### src/rtl/npi_ict_rd_mux_if.sv
// Signal bundle for npi_ict_rd_mux: NPI read FIFO, status-entry and client push sides.
// master = surrounding logic driving the router, slave = the router itself.
`timescale 1ns/1ps
interface npi_ict_rd_mux_if #(
    parameter int C_PIM_DATA_WIDTH = 64,
    parameter int C_NUM_PORTS      = 8,
    parameter int C_PORT_WIDTH     = 3,
    parameter int C_LEN_WIDTH      = 6
);
    logic [C_PIM_DATA_WIDTH-1:0] PIM_RdFIFO_Data;
    logic                        PIM_RdFIFO_Empty;
    logic [1:0]                  PIM_RdFIFO_Latency;
    logic                        PIM_RdFIFO_Pop;
    logic                        PIM_RdFIFO_Flush;
    logic                        rdsts_wren;
    logic [C_LEN_WIDTH-1:0]      rdsts_len;
    logic [C_PORT_WIDTH-1:0]     rdsts_nr;
    logic                        rdsts_afull;
    logic                        Abort;
    logic [C_NUM_PORTS-1:0]      Port_AFull;
    logic [C_NUM_PORTS-1:0]      Push;
    logic                        Push_Last;
    logic [C_PIM_DATA_WIDTH-1:0] Push_Data;
    logic                        Err;
    logic [15:0]                 npi_ict_dbg;

    modport master (
        output PIM_RdFIFO_Data, PIM_RdFIFO_Empty, PIM_RdFIFO_Latency,
        output rdsts_wren, rdsts_len, rdsts_nr, Abort, Port_AFull,
        input  PIM_RdFIFO_Pop, PIM_RdFIFO_Flush, rdsts_afull,
        input  Push, Push_Last, Push_Data, Err, npi_ict_dbg
    );

    modport slave (
        input  PIM_RdFIFO_Data, PIM_RdFIFO_Empty, PIM_RdFIFO_Latency,
        input  rdsts_wren, rdsts_len, rdsts_nr, Abort, Port_AFull,
        output PIM_RdFIFO_Pop, PIM_RdFIFO_Flush, rdsts_afull,
        output Push, Push_Last, Push_Data, Err, npi_ict_dbg
    );
endinterface

### src/rtl/npi_ict_rd_mux.sv
// Routes NPI read beats to client ports per queued {len, port} entry; Push trails Pop by latency+1 cycles.
// Pops stall while the NPI FIFO is empty or the owning port is almost-full; full status FIFO drops writes.
`timescale 1ns/1ps
module npi_ict_rd_mux #(
    parameter int C_PIM_DATA_WIDTH = 64,
    parameter int C_NUM_PORTS      = 8,
    parameter int C_PORT_WIDTH     = 3,
    parameter int C_LEN_WIDTH      = 6,
    parameter int C_STS_AWIDTH     = 3
) (
    input logic             Clk,
    input logic             Rst,
    npi_ict_rd_mux_if.slave bus
);
    localparam int DEPTH = 1 << C_STS_AWIDTH;
    localparam logic [C_STS_AWIDTH:0] AF_LVL = (C_STS_AWIDTH+1)'(DEPTH - 2);
    localparam logic [C_PORT_WIDTH:0] NP_LVL = (C_PORT_WIDTH+1)'(C_NUM_PORTS);

    typedef enum logic [1:0] {S_IDLE = 2'd0, S_LOAD = 2'd1, S_DATA = 2'd2, S_FLUSH = 2'd3} state_t;
    typedef struct packed {
        logic                    vld;
        logic                    last;
        logic [C_PORT_WIDTH-1:0] port;
    } stg_t;

    state_t                                 r_state;
    logic [C_LEN_WIDTH+C_PORT_WIDTH-1:0]    r_sts_mem [DEPTH];
    logic [C_STS_AWIDTH-1:0]                r_wr_ptr, r_rd_ptr;
    logic [C_STS_AWIDTH:0]                  r_sts_cnt;
    logic [C_LEN_WIDTH-1:0]                 r_cnt;
    logic [C_PORT_WIDTH-1:0]                r_port;
    logic                                   r_port_ok;
    stg_t                                   r_stg1, r_stg2;
    logic [C_NUM_PORTS-1:0]                 r_push;
    logic                                   r_push_last;
    logic [C_PIM_DATA_WIDTH-1:0]            r_push_data;
    logic                                   r_flush, r_err;

    logic                    w_sts_empty, w_sts_full;
    logic [C_LEN_WIDTH-1:0]  w_head_len;
    logic [C_PORT_WIDTH-1:0] w_head_nr;
    logic                    w_head_ok, w_last, w_pop, w_load;
    logic                    w_sts_wr, w_wr_drop, w_port_afull;
    stg_t                    w_stg0, w_sel;
    logic [C_NUM_PORTS-1:0]  w_push_dec;

    assign w_sts_empty = (r_sts_cnt == '0);
    assign w_sts_full  = r_sts_cnt[C_STS_AWIDTH];
    assign {w_head_len, w_head_nr} = r_sts_mem[r_rd_ptr];
    assign w_head_ok   = {1'b0, w_head_nr} < NP_LVL;
    assign w_last      = (r_cnt == C_LEN_WIDTH'(1));

    // Out-of-range ports never backpressure: their beats are popped and discarded.
    always_comb begin
        w_port_afull = 1'b0;
        for (int p = 0; p < C_NUM_PORTS; p++) begin
            if (r_port_ok && (r_port == C_PORT_WIDTH'(p))) w_port_afull = bus.Port_AFull[p];
        end
    end

    assign w_pop = (r_state == S_DATA) & ~bus.PIM_RdFIFO_Empty & ~w_port_afull & ~bus.Abort;
    // Loading the next entry on the last pop keeps back-to-back requests gapless.
    assign w_load    = ~bus.Abort & ((r_state == S_LOAD) | (w_pop & w_last & ~w_sts_empty));
    assign w_sts_wr  = bus.rdsts_wren & ~bus.Abort & (~w_sts_full | w_load);
    assign w_wr_drop = bus.rdsts_wren & ~bus.Abort & w_sts_full & ~w_load;

    assign w_stg0.vld  = w_pop & r_port_ok;
    assign w_stg0.last = w_last;
    assign w_stg0.port = r_port;

    always_comb begin
        case (bus.PIM_RdFIFO_Latency)
            2'd0:    w_sel = w_stg0;
            2'd1:    w_sel = r_stg1;
            default: w_sel = r_stg2;
        endcase
    end

    always_comb begin
        w_push_dec = '0;
        for (int p = 0; p < C_NUM_PORTS; p++) begin
            w_push_dec[p] = (w_sel.port == C_PORT_WIDTH'(p));
        end
    end

    always_ff @(posedge Clk) begin
        if (w_sts_wr) r_sts_mem[r_wr_ptr] <= {bus.rdsts_len, bus.rdsts_nr};
    end

    always_ff @(posedge Clk or posedge Rst) begin
        if (Rst) begin
            r_state     <= S_IDLE;
            r_wr_ptr    <= '0;
            r_rd_ptr    <= '0;
            r_sts_cnt   <= '0;
            r_cnt       <= '0;
            r_port      <= '0;
            r_port_ok   <= 1'b0;
            r_stg1      <= '0;
            r_stg2      <= '0;
            r_push      <= '0;
            r_push_last <= 1'b0;
            r_push_data <= '0;
            r_flush     <= 1'b0;
            r_err       <= 1'b0;
        end else if (bus.Abort) begin
            r_state     <= S_FLUSH;
            r_flush     <= 1'b1;
            r_wr_ptr    <= '0;
            r_rd_ptr    <= '0;
            r_sts_cnt   <= '0;
            r_stg1.vld  <= 1'b0;
            r_stg2.vld  <= 1'b0;
            r_push      <= '0;
            r_push_last <= 1'b0;
        end else begin
            r_flush     <= 1'b0;
            r_stg1      <= w_stg0;
            r_stg2      <= r_stg1;
            r_push      <= w_sel.vld ? w_push_dec : '0;
            r_push_last <= w_sel.vld & w_sel.last;
            if (w_sel.vld) r_push_data <= bus.PIM_RdFIFO_Data;

            if (w_sts_wr) r_wr_ptr <= r_wr_ptr + C_STS_AWIDTH'(1);
            if (w_load)   r_rd_ptr <= r_rd_ptr + C_STS_AWIDTH'(1);
            case ({w_sts_wr, w_load})
                2'b10:   r_sts_cnt <= r_sts_cnt + (C_STS_AWIDTH+1)'(1);
                2'b01:   r_sts_cnt <= r_sts_cnt - (C_STS_AWIDTH+1)'(1);
                default: r_sts_cnt <= r_sts_cnt;
            endcase
            if (w_wr_drop) r_err <= 1'b1;

            case (r_state)
                S_IDLE:  if (!w_sts_empty) r_state <= S_LOAD;
                S_LOAD:  r_state <= S_DATA;
                S_DATA: begin
                    if (w_pop) begin
                        r_cnt <= r_cnt - C_LEN_WIDTH'(1);
                        if (w_last) r_state <= S_IDLE;
                    end
                end
                S_FLUSH: r_state <= S_IDLE;
            endcase

            if (w_load) begin
                r_cnt     <= w_head_len;
                r_port    <= w_head_nr;
                r_port_ok <= w_head_ok;
                if (w_head_len == '0) begin
                    r_err   <= 1'b1;
                    r_state <= S_IDLE;
                end else begin
                    if (!w_head_ok) r_err <= 1'b1;
                    r_state <= S_DATA;
                end
            end
        end
    end

    assign bus.PIM_RdFIFO_Pop   = w_pop;
    assign bus.PIM_RdFIFO_Flush = r_flush;
    assign bus.rdsts_afull      = (r_sts_cnt >= AF_LVL);
    assign bus.Push             = r_push;
    assign bus.Push_Last        = r_push_last;
    assign bus.Push_Data        = r_push_data;
    assign bus.Err              = r_err;
    assign bus.npi_ict_dbg      = {4'(r_cnt), 4'(r_port), r_state, w_sts_empty,
                                   bus.rdsts_afull, w_pop, r_err, 2'b00};
endmodule
### src/flat_wrapper.sv
// flat-port wrapper written by rule: the top's interface ports become plain ports
module npi_ict_rd_mux_flat 
#(
    parameter int C_PIM_DATA_WIDTH = 64,
    parameter int C_NUM_PORTS      = 8,
    parameter int C_PORT_WIDTH     = 3,
    parameter int C_LEN_WIDTH      = 6,
    parameter int C_STS_AWIDTH     = 3
)
  (Clk, Rst, bus_PIM_RdFIFO_Data, bus_PIM_RdFIFO_Empty, bus_PIM_RdFIFO_Latency, bus_rdsts_wren, bus_rdsts_len, bus_rdsts_nr, bus_Abort, bus_Port_AFull, bus_PIM_RdFIFO_Pop, bus_PIM_RdFIFO_Flush, bus_rdsts_afull, bus_Push, bus_Push_Last, bus_Push_Data, bus_Err, bus_npi_ict_dbg);
  npi_ict_rd_mux_if #(.C_PIM_DATA_WIDTH(C_PIM_DATA_WIDTH), .C_NUM_PORTS(C_NUM_PORTS), .C_PORT_WIDTH(C_PORT_WIDTH), .C_LEN_WIDTH(C_LEN_WIDTH)) bus_i ();
  input logic Clk;
  input logic Rst;
  input wire logic [$bits(bus_i.PIM_RdFIFO_Data)-1:0] bus_PIM_RdFIFO_Data;
  input wire logic [$bits(bus_i.PIM_RdFIFO_Empty)-1:0] bus_PIM_RdFIFO_Empty;
  input wire logic [$bits(bus_i.PIM_RdFIFO_Latency)-1:0] bus_PIM_RdFIFO_Latency;
  input wire logic [$bits(bus_i.rdsts_wren)-1:0] bus_rdsts_wren;
  input wire logic [$bits(bus_i.rdsts_len)-1:0] bus_rdsts_len;
  input wire logic [$bits(bus_i.rdsts_nr)-1:0] bus_rdsts_nr;
  input wire logic [$bits(bus_i.Abort)-1:0] bus_Abort;
  input wire logic [$bits(bus_i.Port_AFull)-1:0] bus_Port_AFull;
  output wire logic [$bits(bus_i.PIM_RdFIFO_Pop)-1:0] bus_PIM_RdFIFO_Pop;
  output wire logic [$bits(bus_i.PIM_RdFIFO_Flush)-1:0] bus_PIM_RdFIFO_Flush;
  output wire logic [$bits(bus_i.rdsts_afull)-1:0] bus_rdsts_afull;
  output wire logic [$bits(bus_i.Push)-1:0] bus_Push;
  output wire logic [$bits(bus_i.Push_Last)-1:0] bus_Push_Last;
  output wire logic [$bits(bus_i.Push_Data)-1:0] bus_Push_Data;
  output wire logic [$bits(bus_i.Err)-1:0] bus_Err;
  output wire logic [$bits(bus_i.npi_ict_dbg)-1:0] bus_npi_ict_dbg;
  assign bus_i.PIM_RdFIFO_Data = bus_PIM_RdFIFO_Data;
  assign bus_i.PIM_RdFIFO_Empty = bus_PIM_RdFIFO_Empty;
  assign bus_i.PIM_RdFIFO_Latency = bus_PIM_RdFIFO_Latency;
  assign bus_i.rdsts_wren = bus_rdsts_wren;
  assign bus_i.rdsts_len = bus_rdsts_len;
  assign bus_i.rdsts_nr = bus_rdsts_nr;
  assign bus_i.Abort = bus_Abort;
  assign bus_i.Port_AFull = bus_Port_AFull;
  assign bus_PIM_RdFIFO_Pop = bus_i.PIM_RdFIFO_Pop;
  assign bus_PIM_RdFIFO_Flush = bus_i.PIM_RdFIFO_Flush;
  assign bus_rdsts_afull = bus_i.rdsts_afull;
  assign bus_Push = bus_i.Push;
  assign bus_Push_Last = bus_i.Push_Last;
  assign bus_Push_Data = bus_i.Push_Data;
  assign bus_Err = bus_i.Err;
  assign bus_npi_ict_dbg = bus_i.npi_ict_dbg;
  npi_ict_rd_mux #(.C_PIM_DATA_WIDTH(C_PIM_DATA_WIDTH), .C_NUM_PORTS(C_NUM_PORTS), .C_PORT_WIDTH(C_PORT_WIDTH), .C_LEN_WIDTH(C_LEN_WIDTH), .C_STS_AWIDTH(C_STS_AWIDTH)) u_core (.Clk(Clk), .Rst(Rst), .bus(bus_i));
endmodule
### config.mk
export PLATFORM = sky130hd
export DESIGN_NAME = npi_ict_rd_mux_flat
export DESIGN_NICKNAME = d
export VERILOG_FILES = /design/src/rtl/npi_ict_rd_mux_if.sv /design/src/rtl/npi_ict_rd_mux.sv /design/src/flat_wrapper.sv
export SDC_FILE = /design/constraint.sdc
export NUM_CORES = 1
export LEC_CHECK = 0
export ABC_AREA = 0
export BUFFER_PORTS_ARGS = -buffer_cell sky130_fd_sc_hd__buf_2
export CAP_MARGIN = 20
export CORE_MARGIN = 2
export CORE_UTILIZATION = 55
export CTS_CLUSTER_SIZE = 16
export DETAILED_ROUTE_END_ITERATION = 10
export PLACE_DENSITY = 0.8
export SYNTH_ARGS = -nofsm -noshare
export SYNTH_HDL_FRONTEND = slang
export SYNTH_SLANG_ARGS = --single-unit
export TNS_END_PERCENT = 1
### constraint.sdc
create_clock -name Clk -period 4.2 [get_ports Clk]
set_clock_uncertainty 0.2 [all_clocks]
set_input_delay 0.42 -clock Clk [delete_from_list [all_inputs] [get_ports Clk]]
set_output_delay 0.42 -clock Clk [all_outputs]
set_load 0.1 [all_outputs]
==> impl_metrics.tcl <==
set metrics [dict create \
    outcome "finished, final reports clean" \
    vias_per_cell 6.327 \
    start_util_pct 55.89 \
    core-area_mm2 0.01515 \
    synth-async-reset-ratio_pct 59.78 \
    insertion_delay_ns 0.43 \
    dp_slack_ns 0.5541 \
    finalSetupTns_ns 0 \
    worst_slew_margin_rel_pct 32.10 \
    first_pass_iters 5 \
    crit_required_ns 4.29 \
    synth_area_mm2 0.008464 \
    route.detailed.drc 0 \
    htree_levels 4 \
    synth_largest_area_cell "dfrtp_1" \
    peakVddDrop_mv 0.3832 \
    die_area_mm2 0.01640 \
    die_h_um 128.1 \
    synthDistinctLibCells 56 \
    critPathCaptureType "register" \
    drt_wl_total_um 20720 \
    rsz0062_at_grt "no" \
    grt_pass1_vias 6037 \
    grt_usage_pct 25.52 \
    synth-edff-count 72 \
    avgSynthCellArea_um2 13.72 \
    synthTopCellsByArea "dfrtp_1, edfxtp_1, a22o_1" \
    fin_nets 865 \
    cts.sinks 179 \
    yosysWarnings 0 \
    dp_hpwl_um 13500 \
    antenna_found_initial 1 \
    finalCritPeriodShare_pct 87.27 \
    hp-class "in2reg" \
    tritoncts "yes" \
    cts.reportedPaths.clkPinSlew_ns 0.07 \
    tightest_slew_ns 1.018 \
    p_leak_nw 4.366 \
    gp_congestion 0.8616 \
    worst_slack_ns 0.5347 \
    cap_viol_max_count 0 \
    synth-seq-cells 179 \
    setup_viol 0 \
    cts_root_buf "clkbuf_16" \
    cts_buffer_depth 2 \
    grt_first_pass_wirelength_um 32470 \
    avgRoutedWirePerCell_um 21.32 \
    clock.fmax_mhz 272.8 \
    worst-path-max-fanout 19 \
    port_buffers 177 \
    drtIter0Drc 665 \
    critical_path_arrival_ns 3.75 \
    ioPinCount 181 \
    crit_type "reg2reg" \
    post_cts_resize_count 0 \
    p_per_area_mw_per_mm2 775.3 \
    most-common-layout-cells "buf_2, dfrtp_1, a22o_1" \
    grt_max_degree 88 \
    die_w_um 128.1 \
    period_minus_slack_ns 3.665 \
    synth_flop_cell "dfrtp_1" \
    num_vias 6150 \
    rows 45 \
    drive_gt1_share_pct 35.89 \
    hold_viol 0 \
    syn_inst 617 \
    cts_made_buffers 17 \
    antenna_left 0 \
    mostFrequentLayoutCell "buf_2" \
    slew_viol_final 0 \
    synth_top_area_share_pct 31.63 \
    areaGrowthSynthToFinish_pct 18.88 \
    worstSetupStartpointType "register" \
    ys_seq_area_share_pct 57.18 \
    grt-ovfl-total 0 \
    post-route-util_pct 66.44 \
]
[worst paths after layout]
path                                       endpoint  depth (start not counted)  slack (ns)              startpoint
max                             u_core.r_sts_cnt[3]                         11        0.53     u_core.r_sts_cnt[3]
min                         u_core.bus.Push_Data[5]                          2        0.02  bus_PIM_RdFIFO_Data[5]
max reg2reg                     u_core.r_sts_cnt[3]                         11        0.53     u_core.r_sts_cnt[3]
min reg2reg                       u_core.r_state[0]                          1        0.30       u_core.r_state[1]
max in group asynchronous          u_core.r_stg2[0]                          5        2.54                     Rst
min in group asynchronous  u_core.bus.Push_Data[26]                          3        0.29                     Rst
[where the power goes]
part           total (mW)  switching [mW]  internal (mW)
clock                1.58           0.730          0.846
sequential           2.50           0.318           2.18
combinational        3.73            2.95          0.782
total                7.80            3.99           3.81
[flip-flops by register name (all words and copies together) (netlist names), 2 cells and up]
register	cells
u_core.r_sts_mem	72
u_core.r_state	2
u_core.r_wr_ptr	3
u_core.r_rd_ptr	3
u_core.r_port	3
u_core.r_stg1	5
u_core.r_stg2	5
u_core.r_cnt	6
u_core.r_sts_cnt	4
u_core.bus.Push_Data	64
u_core.bus.Push	8
[cell usage after synthesis, drive strengths merged, types with 2 or more instances]
| cell | n |
|---|---|
| xnor2 | 4 |
| clkbuf | 31 |
| a211o | 3 |
| nand2b | 4 |
| a221o | 50 |
| edfxtp | 72 |
| a22o | 100 |
| xor2 | 2 |
| buf | 29 |
| nand3 | 3 |
| nor3 | 5 |
| nor2 | 30 |
| mux2i | 16 |
| a21oi | 10 |
| and2 | 3 |
| a311oi | 2 |
| o21a | 2 |
| ha | 6 |
| and2b | 2 |
| o211ai | 3 |
| a21boi | 2 |
| a21o | 2 |
| nor3b | 3 |
| nor2b | 7 |
| mux4 | 19 |
| dfrtp | 107 |
| nand2 | 33 |
| mux2 | 25 |
| inv | 8 |
| o21ai | 16 |
[cell families after synthesis]
| family | count (synthesis) | share of synthesized area (%) |
|---|---|---|
| flip-flops | 179 | 57.18 |
| other | 1 | 0.04430 |
| AO/OA/AOI/OAI | 198 | 20.55 |
| XOR/XNOR | 6 | 0.6208 |
| adder cells (fa/ha/maj) | 7 | 1.123 |
| multiplexers | 60 | 10.67 |
| buffers and inverters | 69 | 4.050 |
| AND/OR/NAND/NOR | 97 | 5.765 |
[layout make-up]
cell class | instances | area [um^2]
tap | 188 | 235.2
sequential | 179 | 4840
fill | 1093 | 5084
clock inverter | 15 | 165.2
clock buffer | 17 | 425.4
antenna | 1 | 2.502
multi-input combinational | 371 | 3298
timing repair buffer | 192 | 1059
inverter | 9 | 37.54
[metrics by stage]
| stage | power, mW | area [um^2] | hold WS, ns | std cells |
|---|---|---|---|---|
| after floorplan | 5.603 | 8472 | 0.2514 | 619 |
| after global placement | 6.141 | 9364 | 0.2843 | 933 |
| after detailed placement | 6.220 | 9364 | 0.2911 | 933 |
| after CTS | 7.799 | 9975 | 0.001805 | 967 |
| after global routing | 8.061 | 10060 | 0.008271 | 971 |
| final | 7.801 | 10060 | 0.01675 | 972 |
[per-layer routing]
| layer | GRT usage, % | vias to the layer above | routed length [um] |
|---|---|---|---|
| met2 | 41.87 | 250 | 10400 |
| met3 | 5.885 | 24 | 1417 |
| met1 | 33.89 | 3119 | 8570 |
| met5 | 0 | - | 0 |
| li1 | - | 2757 | - |
| met4 | 8.662 | 0 | 337 |
[worst max-delay path: stages (launching register included)]
cell	delay, ns
dfrtp_1	0.48
nor4_2	0.50
and4b_1	0.28
o211ai_4	0.10
o21a_1	0.59
nor2_1	0.19
ha_1	0.32
a21o_1	0.18
a21oi_1	0.25
nor2b_1	0.08
a221oi_1	0.25
a311oi_1	0.09
[repair_timing]
action,in CTS,in global routing
hold buffers,2,1
buffers inserted,0,0
hold endpoints to repair,2,20
(Power assumes the default switching activity.)
